===== config.mk =====
export PLATFORM = sky130hd
export DESIGN_NAME = lc3_writeback
export DESIGN_NICKNAME = d
export VERILOG_FILES = /design/src/rtl/lc3_wb_pkg.sv /design/src/rtl/lc3_nzp_gen.sv /design/src/rtl/lc3_writeback.sv
export SDC_FILE = /design/constraint.sdc
export NUM_CORES = 1
export LEC_CHECK = 0
export CORE_UTILIZATION = 36
export DETAILED_ROUTE_END_ITERATION = 8
export PLACE_DENSITY = 0.84
export SKIP_CTS_REPAIR_TIMING = 1
export SYNTH_ARGS = -nofsm -noshare
export SYNTH_HDL_FRONTEND = slang
export SYNTH_SLANG_ARGS = --single-unit

===== constraint.sdc =====
create_clock -name clk -period 1.7 [get_ports clk]
set_input_delay 0.51 -clock clk [delete_from_list [all_inputs] [get_ports clk]]
set_output_delay 0.51 -clock clk [all_outputs]
set_load 0.005 [all_outputs]

===== src/rtl/lc3_wb_pkg.sv =====
// Shared definitions for the LC-3 writeback stage.
//   - W_Control source-select encodings
//   - writeback FSM state type
//   - NZP reset value (Z set)
package lc3_wb_pkg;

  localparam logic [1:0] WB_ALU  = 2'd0;
  localparam logic [1:0] WB_MEM  = 2'd1;
  localparam logic [1:0] WB_PC   = 2'd2;
  localparam logic [1:0] WB_NONE = 2'd3;

  typedef enum logic {
    IDLE     = 1'b0,
    WAIT_MEM = 1'b1
  } wb_state_t;

  localparam logic [2:0] NZP_RST = 3'b010;

endpackage


===== src/rtl/lc3_nzp_gen.sv =====
// Combinational NZP condition-code generator, shared with the branch unit.
// Ports:
//   data  in  WIDTH  value being written
//   nzp   out 3      {N,Z,P}; exactly one bit is set
module lc3_nzp_gen #(
  parameter int WIDTH = 16
) (
  input  logic [WIDTH-1:0] data,
  output logic [2:0]       nzp
);

  logic n_flag;
  logic z_flag;

  assign n_flag = data[WIDTH-1];
  assign z_flag = (data == '0);
  assign nzp    = {n_flag, z_flag, ~n_flag & ~z_flag};

endmodule


===== src/rtl/lc3_writeback.sv =====
// LC-3 writeback stage: producer side of the register-file write port.
// Accepts one result per handshake, waits for memory data on loads, emits a
// one-cycle write strobe (en/dr/DR_in) and updates the NZP flags.
// Ports:
//   clk, rst                      clock, async active-high reset
//   in_valid / in_ready           result handshake from execute
//   W_Control, dr_in, cc_en       source select, destination, flag-update enable
//   aluout, pcout                 candidate results sampled on accept
//   memout, mem_valid             load data and its valid
//   flush                         abort a pending load
//   en, dr, DR_in                 register-file write strobe, address, data
//   psr                           NZP flags {N,Z,P}
//   pend_valid, pend_dr           outstanding load, for decode RAW stalls
//
// state    | meaning
// ---------+----------------------------------------------
// IDLE     | ready for a new result
// WAIT_MEM | load accepted, waiting for mem_valid or flush
module lc3_writeback
  import lc3_wb_pkg::*;
#(
  parameter int WIDTH  = 16,
  parameter int REG_AW = 3
) (
  input  logic              clk,
  input  logic              rst,
  input  logic              in_valid,
  output logic              in_ready,
  input  logic [1:0]        W_Control,
  input  logic [REG_AW-1:0] dr_in,
  input  logic              cc_en,
  input  logic [WIDTH-1:0]  aluout,
  input  logic [WIDTH-1:0]  pcout,
  input  logic [WIDTH-1:0]  memout,
  input  logic              mem_valid,
  input  logic              flush,
  output logic              en,
  output logic [REG_AW-1:0] dr,
  output logic [WIDTH-1:0]  DR_in,
  output logic [2:0]        psr,
  output logic              pend_valid,
  output logic [REG_AW-1:0] pend_dr
);

  wb_state_t         state_q, state_d;
  logic              pend_cc_q;
  logic              load_accept;
  logic              wr;
  logic [REG_AW-1:0] wr_dr;
  logic [WIDTH-1:0]  wr_data;
  logic              wr_cc;
  logic [2:0]        wr_nzp;

  // Handshake outputs decode the state register only.
  assign in_ready   = (state_q == IDLE);
  assign pend_valid = (state_q == WAIT_MEM);

  always_comb begin
    state_d     = state_q;
    load_accept = 1'b0;
    wr          = 1'b0;
    wr_dr       = dr_in;
    wr_data     = aluout;
    wr_cc       = cc_en;
    unique case (state_q)
      IDLE: begin
        if (in_valid) begin
          unique case (W_Control)
            WB_ALU: wr = 1'b1;
            WB_PC: begin
              wr      = 1'b1;
              wr_data = pcout;
            end
            WB_MEM: begin
              load_accept = 1'b1;
              state_d     = WAIT_MEM;
            end
            default: ;
          endcase
        end
      end
      WAIT_MEM: begin
        wr_dr   = pend_dr;
        wr_data = memout;
        wr_cc   = pend_cc_q;
        // flush wins over a same-cycle mem_valid
        if (flush) begin
          state_d = IDLE;
        end else if (mem_valid) begin
          wr      = 1'b1;
          state_d = IDLE;
        end
      end
      default: state_d = IDLE;
    endcase
  end

  lc3_nzp_gen #(.WIDTH(WIDTH)) u_nzp (
    .data (wr_data),
    .nzp  (wr_nzp)
  );

  always_ff @(posedge clk or posedge rst) begin
    if (rst) begin
      state_q   <= IDLE;
      pend_dr   <= '0;
      pend_cc_q <= 1'b0;
      en        <= 1'b0;
      dr        <= '0;
      DR_in     <= '0;
      psr       <= NZP_RST;
    end else begin
      state_q <= state_d;
      en      <= wr;
      if (load_accept) begin
        pend_dr   <= dr_in;
        pend_cc_q <= cc_en;
      end
      if (wr) begin
        dr    <= wr_dr;
        DR_in <= wr_data;
        if (wr_cc) psr <= wr_nzp;
      end
    end
  end

endmodule


==> report_table.html, run 1 <==
<table>
<tr><th>Metric</th><th>Value</th></tr>
<tr><th colspan="2">Outcome</th></tr>
<tr><td>Status</td><td>finished with violations</td></tr>
<tr><td>Violated checks</td><td>DRC, setup timing</td></tr>
<tr><th colspan="2">Worst setup path</th></tr>
<tr><td>Cell at the slowest stage of the critical path</td><td>a2111oi_4</td></tr>
<tr><td>Critical path endpoint category</td><td>flip-flop</td></tr>
<tr><td>Capturing instance or port of the critical path</td><td>psr[1]$_DFFE_PP1P_</td></tr>
<tr><td>Worst path depth</td><td>7</td></tr>
<tr><td>Depth of the worst register-to-register path</td><td>6</td></tr>
<tr><td>Startpoint type of the worst setup path</td><td>input pin</td></tr>
<tr><td>Worst-path cell chain</td><td>dlymetal6s2s_1, and3b_2, buf_4, mux2i_1, a211o_1, a2111oi_4, o2bb2ai_1</td></tr>
<tr><td>Crit Path Max Fanout</td><td>5</td></tr>
<tr><td>Category of the most critical setup path</td><td>input pin to flip-flop</td></tr>
<tr><td>Critical path origin</td><td>in_valid</td></tr>
<tr><td>Family of cells with the greatest summed delay on the critical path</td><td>compound AO/OA/AOI/OAI gates</td></tr>
<tr><td>Critical register-to-register path endpoint</td><td>psr[1]$_DFFE_PP1P_</td></tr>
<tr><td>Maximum single-stage delay on the critical path</td><td>390 ps</td></tr>
<tr><td>Startpoint of the worst-slack reg-to-reg timing path</td><td>pend_valid$_DFF_PP0_</td></tr>
<tr><td>Buffers and inverters on the worst path</td><td>2</td></tr>
<tr><td>Data required time of the worst path</td><td>1910 ps</td></tr>
<tr><td>Critical path arrival</td><td>2070 ps</td></tr>
<tr><td>Worst reg-to-reg setup slack</td><td>-110 ps</td></tr>
<tr><th colspan="2">Place</th></tr>
<tr><td>Total half-perimeter wirelength after legalization and detailed placement</td><td>4.39 mm</td></tr>
<tr><td>Routability cong.</td><td>0.852</td></tr>
<tr><td>Buffers on Ports</td><td>86</td></tr>
<tr><td>Worst slack, placed</td><td>-769 ps</td></tr>
<tr><td>Placed cell area</td><td>2890 um2</td></tr>
<tr><th colspan="2">Logic synthesis</th></tr>
<tr><td>Synth Area in Adders</td><td>0</td></tr>
<tr><td>Mean instance size in the synthesized netlist</td><td>8.85 um2</td></tr>
<tr><td>Most frequent cell after synthesis</td><td>dfrtp_1</td></tr>
<tr><td>Compound-Gate Fraction of Synth Area</td><td>0.189</td></tr>
<tr><td>Instance count of the mapped netlist</td><td>193</td></tr>
<tr><td>Synthesis Warnings</td><td>0</td></tr>
<tr><td>Share of synthesized area spent on multiplexers</td><td>0.123</td></tr>
<tr><td>Fraction of the mapped netlist area in simple logic gates</td><td>0.229</td></tr>
<tr><td>Dominant cells by area after synthesis</td><td>dfrtp_1, mux2i_1, nand2_1, mux2_2, nor2_1</td></tr>
<tr><td>Most used flip-flop cell after synthesis</td><td>dfrtp_1</td></tr>
<tr><td>Synthesis-stage register bit count</td><td>28</td></tr>
<tr><td>Yosys top cell area share</td><td>0.396</td></tr>
<tr><td>Post-Synthesis Net Count</td><td>252</td></tr>
<tr><td>Cell area after technology mapping</td><td>1710 um2</td></tr>
<tr><td>Main combinational cell family by area after synthesis</td><td>simple AND/OR/NAND/NOR gates</td></tr>
<tr><td>Commonest cells post-synth</td><td>dfrtp_1, nand2_1, nor2_1</td></tr>
<tr><td>Number of enable flip-flop cells after synthesis</td><td>0</td></tr>
<tr><td>Synth async-reset ratio</td><td>1.00</td></tr>
<tr><td>Cell taking the most area after synthesis</td><td>dfrtp_1</td></tr>
<tr><td>Share of synthesized area occupied by flip-flops and latches</td><td>0.411</td></tr>
<tr><td>Unique masters post-synth</td><td>40</td></tr>
<tr><td>Share of the synthesized netlist area taken by xor and xnor gates</td><td>0</td></tr>
<tr><th colspan="2">Timing</th></tr>
<tr><td>Final-report max-slew violation count</td><td>0</td></tr>
<tr><td>Fin Setup TNS</td><td>-320 ps</td></tr>
<tr><td>Worst clock skew</td><td>6.83 ps</td></tr>
<tr><td>Final Cycle Share</td><td>1.10</td></tr>
<tr><td>Post-layout worst setup margin</td><td>-163 ps</td></tr>
<tr><td>Hold Fails Final Rpt</td><td>0</td></tr>
<tr><td>Total setup violations reported at the end of the flow</td><td>3</td></tr>
<tr><td>Slew at the pin closest to its max-slew limit</td><td>339 ps</td></tr>
<tr><td>Maximum clock frequency</td><td>537 MHz</td></tr>
<tr><td>RSZ-0062 raised after global routing</td><td>yes</td></tr>
<tr><td>Normalized max-slew margin</td><td>0.767</td></tr>
<tr><td>Shortest clock period the worst path allows after layout</td><td>1860 ps</td></tr>
<tr><th colspan="2">Floorplanning</th></tr>
<tr><td>Die Wd</td><td>70.9 um</td></tr>
<tr><td>Number of top-level pins</td><td>87</td></tr>
<tr><td>Total Die Area</td><td>5020 um2</td></tr>
<tr><td>Starting density of the core</td><td>0.384</td></tr>
<tr><td>Overall die height</td><td>70.9 um</td></tr>
<tr><td>Placement Rows</td><td>24</td></tr>
<tr><td>Core region area</td><td>4440 um2</td></tr>
<tr><th colspan="2">Run</th></tr>
<tr><td>Max cap viols</td><td>0</td></tr>
<tr><th colspan="2">Global routing</th></tr>
<tr><td>Wire length of the first global-routing pass</td><td>9.19 mm</td></tr>
<tr><td>Congestion Overflow GR</td><td>0</td></tr>
<tr><td>Maximum number of pins on one net before global-route repair</td><td>29</td></tr>
<tr><td>GRT Overall Usage</td><td>0.231</td></tr>
<tr><td>Via count of the first global-routing pass</td><td>1,951</td></tr>
<tr><td>Number of antenna violations at the first check in global routing</td><td>0</td></tr>
<tr><th colspan="2">Drt</th></tr>
<tr><td>Remaining number of nets flagged by the antenna check after routing</td><td>0</td></tr>
<tr><td>Routed wirelength normalized by instance count</td><td>16.0 um</td></tr>
<tr><td>Number of DRC violations after detailed routing</td><td>14</td></tr>
<tr><td>Drt initial violations</td><td>161</td></tr>
<tr><td>Drt total wl</td><td>5.99 mm</td></tr>
<tr><td>DRT Pass-1 Iters</td><td>6</td></tr>
<tr><td>Via/cell ratio</td><td>5.30</td></tr>
<tr><td>Via count</td><td>1,988</td></tr>
<tr><th colspan="2">Hold path</th></tr>
<tr><td>Path category of the worst min-delay check</td><td>flip-flop to flip-flop</td></tr>
<tr><td>Worst hold path depth</td><td>2</td></tr>
<tr><th colspan="2">Final layout</th></tr>
<tr><td>Area growth, synth to finish</td><td>84.8%</td></tr>
<tr><td>Design Area, Final</td><td>3160 um2</td></tr>
<tr><td>Fin util</td><td>0.710</td></tr>
<tr><td>Fill cell count</td><td>342</td></tr>
<tr><td>Total inserted antenna cells</td><td>0</td></tr>
<tr><td>Share of layout cells above drive strength 1</td><td>0.248</td></tr>
<tr><td>Total area of multi-input combinational cells</td><td>996 um2</td></tr>
<tr><td>Layout Nets</td><td>383</td></tr>
<tr><td>Footprint of the flip-flops and latches</td><td>703 um2</td></tr>
<tr><th colspan="2">Power</th></tr>
<tr><td>Net switching power figure</td><td>0.000617 W</td></tr>
<tr><td>Part of the power in the clock network</td><td>0.196</td></tr>
<tr><td>Leakage power total</td><td>1.62 nW</td></tr>
<tr><td>Final Total Pwr</td><td>0.00216 W</td></tr>
<tr><td>Fraction of power spent switching nets</td><td>0.285</td></tr>
<tr><td>Worst IR Drop VDD</td><td>0.460 mV</td></tr>
<tr><td>Power density over the cells</td><td>686 nW/um2</td></tr>
<tr><td>Share of total power in sequential cells</td><td>0.403</td></tr>
<tr><td>Relative contribution of combinational cells to total power</td><td>0.401</td></tr>
<tr><td>Pint</td><td>0.00155 W</td></tr>
<tr><th colspan="2">Clocking</th></tr>
<tr><td>H-tree depth</td><td>1</td></tr>
<tr><td>Clock Root Buffer</td><td>clkbuf_8</td></tr>
<tr><td>Deepest clock path buffer count</td><td>2</td></tr>
<tr><td>Clock Sinks</td><td>28</td></tr>
<tr><td>Clock-pin slew on the worst setup and hold paths</td><td>100 ps</td></tr>
<tr><td>CTS tree</td><td>yes</td></tr>
<tr><td>Clock latency on the worst-skew pair</td><td>280 ps</td></tr>
<tr><td>Inserted Clock Buffers</td><td>3</td></tr>
</table>
-- through the flow --
step,std cells,hold WS [ps]
2_1_floorplan,193,461
3_3_place_gp,358,459
3_5_place_dp,358,474
4_1_cts,362,498
5_1_grt,375,514
6_report,375,491
-- power by group through the flow --
stage / Sequential (W) / Combinational [W] / Clock [W]
floorplan: 0.000885 / 0.000263 / 0
global placement: 0.000881 / 0.000801 / 0
detailed placement: 0.000885 / 0.000816 / 0
CTS: 0.000875 / 0.000822 / 0.000441
global route: 0.000888 / 0.000939 / 0.000471
finish: 0.000872 / 0.000869 / 0.000423
-- state kept, by name, indices dropped and copies added (netlist names) --
signal      cells
dr              3
pend_dr         3
pend_valid      1
DR_in          16
pend_cc_q       1
psr             3
en              1
-- routing by layer --
| metal | global-route usage | vias to the layer above | routed length (um) |
|---|---|---|---|
| li1 | - | 954 | - |
| met1 | 0.292 | 947 | 2530 |
| met2 | 0.397 | 79 | 2980 |
| met3 | 0.0541 | 8 | 405 |
| met4 | 0.0578 | 0 | 77 |
| met5 | 0 | - | 0 |
-- worst min-delay path: stages, from the launching register on --
cell and delay, ps:
dfrtp_1 360, nand2_1 50, o21ai_0 60
-- cell type report --
| class | instances | share of cell area |
|---|---|---|
| Clock buffer | 4 | 0.0174 |
| Multi-Input combinational cell | 147 | 0.316 |
| Tap cell | 52 | 0.0206 |
| Inverter | 8 | 0.00952 |
| Timing Repair Buffer | 136 | 0.414 |
| Sequential cell | 28 | 0.223 |
-- layout by cell type (no fill, tap or decap), types with 3 or more instances in the layout --
| master | instances |
|---|---|
| a21oi_1 | 9 |
| buf_4 | 48 |
| mux2_2 | 7 |
| clkdlybuf4s50_1 | 60 |
| mux2i_1 | 12 |
| dlymetal6s2s_1 | 24 |
| dfrtp_1 | 26 |
| inv_1 | 6 |
| nand2b_1 | 3 |
| o31ai_1 | 4 |
| nand3_1 | 7 |
| and4b_1 | 4 |
| nand2_1 | 26 |
| o21ai_0 | 16 |
| nor2_1 | 23 |
| clkbuf_8 | 4 |
-- how the worst min path moves through the flow --
stage                                     start               endpoint
after floorplan              psr[1]$_DFFE_PP1P_     psr[1]$_DFFE_PP1P_
after global placement     DR_in[2]$_DFFE_PP0P_   DR_in[2]$_DFFE_PP0P_
after detailed placement   DR_in[0]$_DFFE_PP0P_   DR_in[0]$_DFFE_PP0P_
after CTS                  DR_in[0]$_DFFE_PP0P_   DR_in[0]$_DFFE_PP0P_
after global routing      DR_in[15]$_DFFE_PP0P_  DR_in[15]$_DFFE_PP0P_
final                      DR_in[0]$_DFFE_PP0P_   DR_in[0]$_DFFE_PP0P_
-- logic make-up (layout without fill, tap and decap cells) --
| logic type | after synthesis | count (layout) |
|---|---|---|
| DFF | 28 | 28 |
| AOI/OAI and AO/OA | 48 | 48 |
| and+or+nand+nor | 79 | 79 |
| muxes | 20 | 20 |
| buffers and inverters | 18 | 148 |
No activity file was read; power rests on OpenSTA's default activity.
==> run 2: changes to the inputs <==
- TNS_END_PERCENT: unset -> 10
==> run 2 against run 1 <==
Effect of this change:
- the run ends with setup timing left
- global-route usage is 0.49 points higher
- first-iteration DRC count is 13% lower
- non-clock buffer count is 6 lower
- fmax is 5.6% higher
- wire length is 0.23% lower
- sequential power is 0.5% higher
- sequential share of layout area is 0.088 points lower
- critical path depth is 1 lower
- count of clock-buffer cells in the layout stayed put
- final area is 0.40% higher
- register-to-register slack better by 80 ps
==> report_table.html, run 2 (synthesis gave the netlist of run 1 again) <==
<table>
<tr><th>Metric</th><th>Value</th></tr>
<tr><th colspan="2">Timing</th></tr>
<tr><td>Maximum clock frequency</td><td>567 MHz (+5.6%)</td></tr>
<tr><td>Slew at the pin closest to its max-slew limit</td><td>283 ps (-55.9 ps)</td></tr>
<tr><td>Post-layout worst setup margin</td><td>-64.6 ps (+98.2 ps)</td></tr>
<tr><td>Worst clock skew</td><td>2.93 ps (-3.91 ps)</td></tr>
<tr><td>RSZ-0062 raised after global routing</td><td>yes</td></tr>
<tr><td>Minimum hold slack</td><td>487 ps (-4.20 ps)</td></tr>
<tr><td>Total setup violations reported at the end of the flow</td><td>2 (-1)</td></tr>
<tr><td>Final Cycle Share</td><td>1.04 (-0.0577)</td></tr>
<tr><td>Shortest clock period the worst path allows after layout</td><td>1760 ps (-98.2 ps)</td></tr>
<tr><td>Final-report max-slew violation count</td><td>0 (unchanged)</td></tr>
<tr><td>Normalized max-slew margin</td><td>0.806 (+0.0383)</td></tr>
<tr><td>Hold Fails Final Rpt</td><td>0 (unchanged)</td></tr>
<tr><th colspan="2">Drt</th></tr>
<tr><td>Drt initial violations</td><td>140 (-13%)</td></tr>
<tr><td>Via/cell ratio</td><td>5.36 (+1.2%)</td></tr>
<tr><td>DRT Pass-1 Iters</td><td>6 (unchanged)</td></tr>
<tr><td>Via count</td><td>1,979 (-0.45%)</td></tr>
<tr><td>Remaining number of nets flagged by the antenna check after routing</td><td>0 (unchanged)</td></tr>
<tr><td>Routed wirelength normalized by instance count</td><td>16.2 um (+1.4%)</td></tr>
<tr><td>Drt total wl</td><td>5.98 mm (-0.23%)</td></tr>
<tr><td>Number of DRC violations after detailed routing</td><td>0 (-14)</td></tr>
<tr><th colspan="2">Clocking</th></tr>
<tr><td>Clock-pin slew on the worst setup and hold paths</td><td>100 ps (about the same)</td></tr>
<tr><td>Inserted Clock Buffers</td><td>3 (unchanged)</td></tr>
<tr><td>Clock Sinks</td><td>28 (unchanged)</td></tr>
<tr><td>Clock Root Buffer</td><td>clkbuf_8</td></tr>
<tr><td>CTS tree</td><td>yes</td></tr>
<tr><td>Deepest clock path buffer count</td><td>2 (unchanged)</td></tr>
<tr><td>H-tree depth</td><td>1 (unchanged)</td></tr>
<tr><td>Clock latency on the worst-skew pair</td><td>280 ps (about the same)</td></tr>
<tr><th colspan="2">Final layout</th></tr>
<tr><td>Total area of multi-input combinational cells</td><td>1050 um2 (+5.2%)</td></tr>
<tr><td>Most frequent cells in the layout</td><td>clkdlybuf4s50_1, buf_4, dfrtp_1, nand2_1, dlymetal6s2s_1</td></tr>
<tr><td>Number of flip-flops in the largest register</td><td>16 (unchanged)</td></tr>
<tr><td>Share of layout cells above drive strength 1</td><td>0.262 (+0.0142)</td></tr>
<tr><td>Total inserted antenna cells</td><td>0 (unchanged)</td></tr>
<tr><td>Fin util</td><td>0.713 (+0.00282)</td></tr>
<tr><td>Fill cell count</td><td>342 (unchanged)</td></tr>
<tr><td>Most common cell after layout, fill and taps aside</td><td>clkdlybuf4s50_1</td></tr>
<tr><td>Footprint of the flip-flops and latches</td><td>703 um2 (unchanged)</td></tr>
<tr><td>Layout Nets</td><td>377 (-1.6%)</td></tr>
<tr><td>Register bank with the most flops</td><td>DR_in</td></tr>
<tr><td>Area growth, synth to finish</td><td>85.5%</td></tr>
<tr><th colspan="2">Floorplanning</th></tr>
<tr><td>Die Wd</td><td>70.9 um (unchanged)</td></tr>
<tr><td>Total Die Area</td><td>5020 um2 (unchanged)</td></tr>
<tr><td>Placement Rows</td><td>24 (unchanged)</td></tr>
<tr><td>Starting density of the core</td><td>0.384 (unchanged)</td></tr>
<tr><td>Core region area</td><td>4440 um2 (unchanged)</td></tr>
<tr><td>Overall die height</td><td>70.9 um (unchanged)</td></tr>
<tr><td>Number of top-level pins</td><td>87 (unchanged)</td></tr>
<tr><th colspan="2">Global routing</th></tr>
<tr><td>Via count of the first global-routing pass</td><td>1,979 (+1.4%)</td></tr>
<tr><td>Congestion Overflow GR</td><td>0 (unchanged)</td></tr>
<tr><td>GRT Overall Usage</td><td>0.236 (+0.00490)</td></tr>
<tr><td>Maximum number of pins on one net before global-route repair</td><td>29 (unchanged)</td></tr>
<tr><td>Number of antenna violations at the first check in global routing</td><td>0 (unchanged)</td></tr>
<tr><td>Wire length of the first global-routing pass</td><td>9.29 mm (+1.1%)</td></tr>
<tr><th colspan="2">Worst setup path</th></tr>
<tr><td>Cell at the slowest stage of the critical path</td><td>clkdlybuf4s50_1</td></tr>
<tr><td>Category of the most critical setup path</td><td>input pin to flip-flop</td></tr>
<tr><td>Startpoint type of the worst setup path</td><td>input pin</td></tr>
<tr><td>Data required time of the worst path</td><td>1870 ps (-40 ps)</td></tr>
<tr><td>Buffers and inverters on the worst path</td><td>1 (-1)</td></tr>
<tr><td>Family of cells with the greatest summed delay on the critical path</td><td>simple AND/OR/NAND/NOR gates</td></tr>
<tr><td>Most prevalent standard cell on the critical path</td><td>and4b_1</td></tr>
<tr><td>Maximum single-stage delay on the critical path</td><td>420 ps (+30 ps)</td></tr>
<tr><td>Crit Path Max Fanout</td><td>2 (-3)</td></tr>
<tr><td>Critical path endpoint category</td><td>flip-flop</td></tr>
<tr><td>Worst-path cell chain</td><td>clkdlybuf4s50_1, and4b_1, a211oi_2, o22ai_1, and4b_1, a21oi_1</td></tr>
<tr><td>Critical path arrival</td><td>1930 ps (-140 ps)</td></tr>
<tr><th colspan="2">Place</th></tr>
<tr><td>Worst slack, placed</td><td>-762 ps (+7.69 ps)</td></tr>
<tr><td>Buffers on Ports</td><td>86 (unchanged)</td></tr>
<tr><td>Total half-perimeter wirelength after legalization and detailed placement</td><td>4.37 mm (-0.40%)</td></tr>
<tr><td>Routability cong.</td><td>0.854 (+0.21%)</td></tr>
<tr><th colspan="2">Power</th></tr>
<tr><td>Final Total Pwr</td><td>0.00216 W (-0.30%)</td></tr>
<tr><td>Worst IR Drop VDD</td><td>0.366 mV (-20%)</td></tr>
<tr><td>Power density over the cells</td><td>681 nW/um2 (-0.70%)</td></tr>
<tr><td>Leakage power total</td><td>1.60 nW (-1.4%)</td></tr>
<tr><th colspan="2">Outcome</th></tr>
<tr><td>Violated checks</td><td>setup timing</td></tr>
<tr><td>Status</td><td>finished with violations</td></tr>
<tr><th colspan="2">Run</th></tr>
<tr><td>Max cap viols</td><td>0 (unchanged)</td></tr>
<tr><th colspan="2">Hold path</th></tr>
<tr><td>Path category of the worst min-delay check</td><td>flip-flop to flip-flop</td></tr>
</table>
[run 2: cell type report]
type	instances	share of cell area
tap	52	0.0205
clock buffer	4	0.0174
sequential	28	0.222
timing repair buffer	130	0.400
inverter	8	0.00948
multi-input combinational	147	0.331
[run 2: worst reg2reg max path: cells and delay by family (launching register included)]
family                 cells  cell delay, ps
AOI/OAI and AO/OA          2             300
buffers and inverters      2             330
DFF                        1             500
muxes                      1             120
and+or+nand+nor            2             370
[run 2: per-stage QoR]
stage | instances | TNS [ps] | area (um2)
2_1_floorplan | 193 | -292 | 1730
3_3_place_gp | 358 | -12430 | 2890
3_5_place_dp | 358 | -13250 | 2890
4_1_cts | 362 | -5900 | 2940
5_1_grt | 369 | -320 | 3170
6_report | 369 | -119 | 3170
[run 2: metal layers]
layer  global-route usage  vias up  wire length [um]
met5                    0        -                 0
met4                0.100        0               133
met3               0.0370       13               388
met2                0.396       89              2920
met1                0.302      936              2540
li1                     -      941                 -
[run 2: worst paths after layout]
check / cells past startpoint / from / slack (ps) / endpoint
min in group asynchronous: 3 / rst / 550 / dr[1]$_DFFE_PP0P_
max: 6 / pcout[2] / -60 / psr[0]$_DFFE_PP0P_
min: 2 / DR_in[0]$_DFFE_PP0P_ / 490 / DR_in[0]$_DFFE_PP0P_
max reg2reg: 7 / pend_valid$_DFF_PP0_ / -30 / psr[0]$_DFFE_PP0P_
min reg2reg: 2 / DR_in[0]$_DFFE_PP0P_ / 490 / DR_in[0]$_DFFE_PP0P_
max in group asynchronous: 3 / rst / 910 / psr[1]$_DFFE_PP1P_
[run 2: report_power, final]
part | total (W) | internal, W | leakage (nW) | switching, W
clock | 0.000430 | 0.000208 | 0.0288 | 0.000222
sequential | 0.000876 | 0.000795 | 0.331 | 0.0000814
combinational | 0.000851 | 0.000526 | 1.24 | 0.000324
total | 0.00216 | 0.00153 | 1.60 | 0.000628
==> run 3: changes to the inputs <==
- PLACE_DENSITY: 0.84 -> 0.78
==> run 3 against run 2 <==
Effect of this change:
- the run ends with DRC, setup timing left
- sequential share of layout area up 0.40 points
- count of clock-buffer cells in the layout down 1
- total power up 3.6%
- fmax down 4.0%
- wire length down 5.7%
- die area unchanged
- final area down 1.9%
==> report_table.html, run 3 (synthesis gave the netlist of run 1 again) <==
<table>
<tr><th>Metric</th><th>Value</th></tr>
<tr><th colspan="2">Power</th></tr>
<tr><td>Worst IR Drop VDD</td><td>0.397 mV (+8.4%)</td></tr>
<tr><td>Pint</td><td>0.00164 W (+7.0%)</td></tr>
<tr><td>Leakage power total</td><td>1.50 nW (-5.8%)</td></tr>
<tr><td>Power density over the cells</td><td>719 nW/um2 (+5.6%)</td></tr>
<tr><td>Fraction of power spent switching nets</td><td>0.268 (-0.0231)</td></tr>
<tr><td>Relative contribution of combinational cells to total power</td><td>0.372 (-0.022)</td></tr>
<tr><td>Share of total power in sequential cells</td><td>0.389 (-0.017)</td></tr>
<tr><td>Part of the power in the clock network</td><td>0.239 (+0.040)</td></tr>
<tr><td>Net switching power figure</td><td>0.000599 W (-4.6%)</td></tr>
<tr><td>Final Total Pwr</td><td>0.00223 W (+3.6%)</td></tr>
<tr><th colspan="2">Place</th></tr>
<tr><td>Total half-perimeter wirelength after legalization and detailed placement</td><td>4.31 mm (-1.5%)</td></tr>
<tr><td>Worst slack, placed</td><td>-838 ps (-76.4 ps)</td></tr>
<tr><td>Buffers on Ports</td><td>86 (unchanged)</td></tr>
<tr><td>Routability cong.</td><td>0.857 (+0.37%)</td></tr>
<tr><th colspan="2">Timing</th></tr>
<tr><td>Final Cycle Share</td><td>1.08 (+0.0432)</td></tr>
<tr><td>Total setup violations reported at the end of the flow</td><td>2 (unchanged)</td></tr>
<tr><td>Shortest clock period the worst path allows after layout</td><td>1840 ps (+73.4 ps)</td></tr>
<tr><td>Final-report max-slew violation count</td><td>0 (unchanged)</td></tr>
<tr><td>Hold Fails Final Rpt</td><td>0 (unchanged)</td></tr>
<tr><td>Normalized max-slew margin</td><td>0.783 (-0.0224)</td></tr>
<tr><td>Slew at the pin closest to its max-slew limit</td><td>322 ps (+38.7 ps)</td></tr>
<tr><td>Worst clock skew</td><td>6.18 ps (+3.25 ps)</td></tr>
<tr><td>Maximum clock frequency</td><td>544 MHz (-4.0%)</td></tr>
<tr><td>RSZ-0062 raised after global routing</td><td>yes</td></tr>
<tr><td>Post-layout worst setup margin</td><td>-138 ps (-73.4 ps)</td></tr>
<tr><td>Minimum hold slack</td><td>455 ps (-31.6 ps)</td></tr>
<tr><td>Fin Setup TNS</td><td>-275 ps (-156 ps)</td></tr>
<tr><th colspan="2">Clocking</th></tr>
<tr><td>Clock latency on the worst-skew pair</td><td>280 ps (about the same)</td></tr>
<tr><td>Deepest clock path buffer count</td><td>2 (unchanged)</td></tr>
<tr><td>H-tree depth</td><td>1 (unchanged)</td></tr>
<tr><td>Clock-pin slew on the worst setup and hold paths</td><td>100 ps (about the same)</td></tr>
<tr><td>CTS tree</td><td>yes</td></tr>
<tr><td>Clock Root Buffer</td><td>clkbuf_8</td></tr>
<tr><td>Clock Sinks</td><td>28 (unchanged)</td></tr>
<tr><td>Inserted Clock Buffers</td><td>3 (unchanged)</td></tr>
<tr><th colspan="2">Worst setup path</th></tr>
<tr><td>Crit Path Max Fanout</td><td>2 (unchanged)</td></tr>
<tr><td>Data required time of the worst path</td><td>1910 ps (+40 ps)</td></tr>
<tr><td>Critical path origin</td><td>pcout[5]</td></tr>
<tr><td>Depth of the worst register-to-register path</td><td>6 (-1)</td></tr>
<tr><td>Capturing instance or port of the critical path</td><td>psr[1]$_DFFE_PP1P_</td></tr>
<tr><td>Category of the most critical setup path</td><td>input pin to flip-flop</td></tr>
<tr><td>Startpoint of the worst-slack reg-to-reg timing path</td><td>pend_valid$_DFF_PP0_</td></tr>
<tr><td>Critical path arrival</td><td>2050 ps (+120 ps)</td></tr>
<tr><td>Critical register-to-register path endpoint</td><td>psr[0]$_DFFE_PP0P_</td></tr>
<tr><td>Startpoint type of the worst setup path</td><td>input pin</td></tr>
<tr><td>Critical path endpoint category</td><td>flip-flop</td></tr>
<tr><td>Worst reg-to-reg setup slack</td><td>-90 ps (-60 ps)</td></tr>
<tr><th colspan="2">Drt</th></tr>
<tr><td>Drt total wl</td><td>5.64 mm (-5.7%)</td></tr>
<tr><td>Number of DRC violations after detailed routing</td><td>16 (+16)</td></tr>
<tr><td>Drt initial violations</td><td>75 (-46%)</td></tr>
<tr><td>DRT Pass-1 Iters</td><td>6 (unchanged)</td></tr>
<tr><td>Via count</td><td>1,927 (-2.6%)</td></tr>
<tr><td>Remaining number of nets flagged by the antenna check after routing</td><td>0 (unchanged)</td></tr>
<tr><td>Routed wirelength normalized by instance count</td><td>15.4 um (-5.2%)</td></tr>
<tr><td>Via/cell ratio</td><td>5.25 (-2.1%)</td></tr>
<tr><th colspan="2">Final layout</th></tr>
<tr><td>Register bank with the most flops</td><td>DR_in</td></tr>
<tr><td>Layout Nets</td><td>375 (-0.53%)</td></tr>
<tr><td>Most common cell after layout, fill and taps aside</td><td>clkdlybuf4s50_1</td></tr>
<tr><td>Area growth, synth to finish</td><td>81.9%</td></tr>
<tr><td>Most frequent cells in the layout</td><td>clkdlybuf4s50_1, buf_4, dfrtp_1</td></tr>
<tr><td>Fill cell count</td><td>352 (+2.9%)</td></tr>
<tr><td>Fin util</td><td>0.699 (-0.0138)</td></tr>
<tr><td>Share of layout cells above drive strength 1</td><td>0.229 (-0.0333)</td></tr>
<tr><td>Number of flip-flops in the largest register</td><td>16 (unchanged)</td></tr>
<tr><td>Total inserted antenna cells</td><td>0 (unchanged)</td></tr>
<tr><th colspan="2">Global routing</th></tr>
<tr><td>GRT Overall Usage</td><td>0.225 (-0.0111)</td></tr>
<tr><td>Congestion Overflow GR</td><td>0 (unchanged)</td></tr>
<tr><td>Number of antenna violations at the first check in global routing</td><td>0 (unchanged)</td></tr>
<tr><td>Maximum number of pins on one net before global-route repair</td><td>25 (-14%)</td></tr>
<tr><td>Wire length of the first global-routing pass</td><td>8.96 mm (-3.6%)</td></tr>
<tr><td>Via count of the first global-routing pass</td><td>1,936 (-2.2%)</td></tr>
<tr><th colspan="2">Hold path</th></tr>
<tr><td>Path category of the worst min-delay check</td><td>input pin to async pin</td></tr>
<tr><th colspan="2">Run</th></tr>
<tr><td>Max cap viols</td><td>0 (unchanged)</td></tr>
<tr><th colspan="2">Floorplanning</th></tr>
<tr><td>Number of top-level pins</td><td>87 (unchanged)</td></tr>
<tr><td>Die Wd</td><td>70.9 um (unchanged)</td></tr>
<tr><td>Total Die Area</td><td>5020 um2 (unchanged)</td></tr>
<tr><td>Overall die height</td><td>70.9 um (unchanged)</td></tr>
<tr><td>Core region area</td><td>4440 um2 (unchanged)</td></tr>
<tr><td>Starting density of the core</td><td>0.384 (unchanged)</td></tr>
<tr><td>Placement Rows</td><td>24 (unchanged)</td></tr>
<tr><th colspan="2">Outcome</th></tr>
<tr><td>Status</td><td>finished with violations</td></tr>
<tr><td>Violated checks</td><td>DRC, setup timing</td></tr>
</table>
-- run 3: cell type report --
class / instances / area (um2) / area share
inverter: 8 / 30.0 / 0.00967
tap: 52 / 65.1 / 0.0209
multi-input combinational: 147 / 1010 / 0.325
timing repair buffer: 128 / 1230 / 0.396
clock inverter: 1 / 30.0 / 0.00967
sequential: 28 / 702 / 0.226
clock buffer: 3 / 41.3 / 0.0133
-- run 3: stage by stage --
step	cells	cell area [um2]
after floorplan	193	1730
after global placement	359	2900
after detailed placement	359	2900
after CTS	363	2970
after global routing	367	3110
final	367	3110
-- run 3: power by group through the flow --
stage          logic (W)  registers, W  clock network (W)
2_1_floorplan   0.000263      0.000885                  0
5_1_grt         0.000903      0.000886           0.000569
3_5_place_dp    0.000815      0.000883                  0
4_1_cts         0.000821      0.000872           0.000550
3_3_place_gp    0.000807      0.000882                  0
6_report        0.000832      0.000869           0.000534
-- run 3: worst min-delay path by stage --
stage	startpoint	endpoint	cells past startpoint
after floorplan	psr[1]$_DFFE_PP1P_	psr[1]$_DFFE_PP1P_	2
after global placement	DR_in[0]$_DFFE_PP0P_	DR_in[0]$_DFFE_PP0P_	2
after detailed placement	DR_in[10]$_DFFE_PP0P_	DR_in[10]$_DFFE_PP0P_	1
after CTS	rst	DR_in[4]$_DFFE_PP0P_	2
after global routing	rst	psr[0]$_DFFE_PP0P_	2
final	rst	psr[0]$_DFFE_PP0P_	2
-- run 3: per-layer routing --
layer | GRT usage | routed length [um]
met5 | 0 | 0
met4 | 0.0489 | 115
met3 | 0.0442 | 390
met2 | 0.377 | 2680
met1 | 0.301 | 2450
-- run 3: worst max-delay path, stage by stage --
cell and delay, ps:
clkdlybuf4s50_1 390, and4b_1 230, a211oi_2 260, a31oi_1 120, a2111oi_4 370, o2bb2ai_1 160
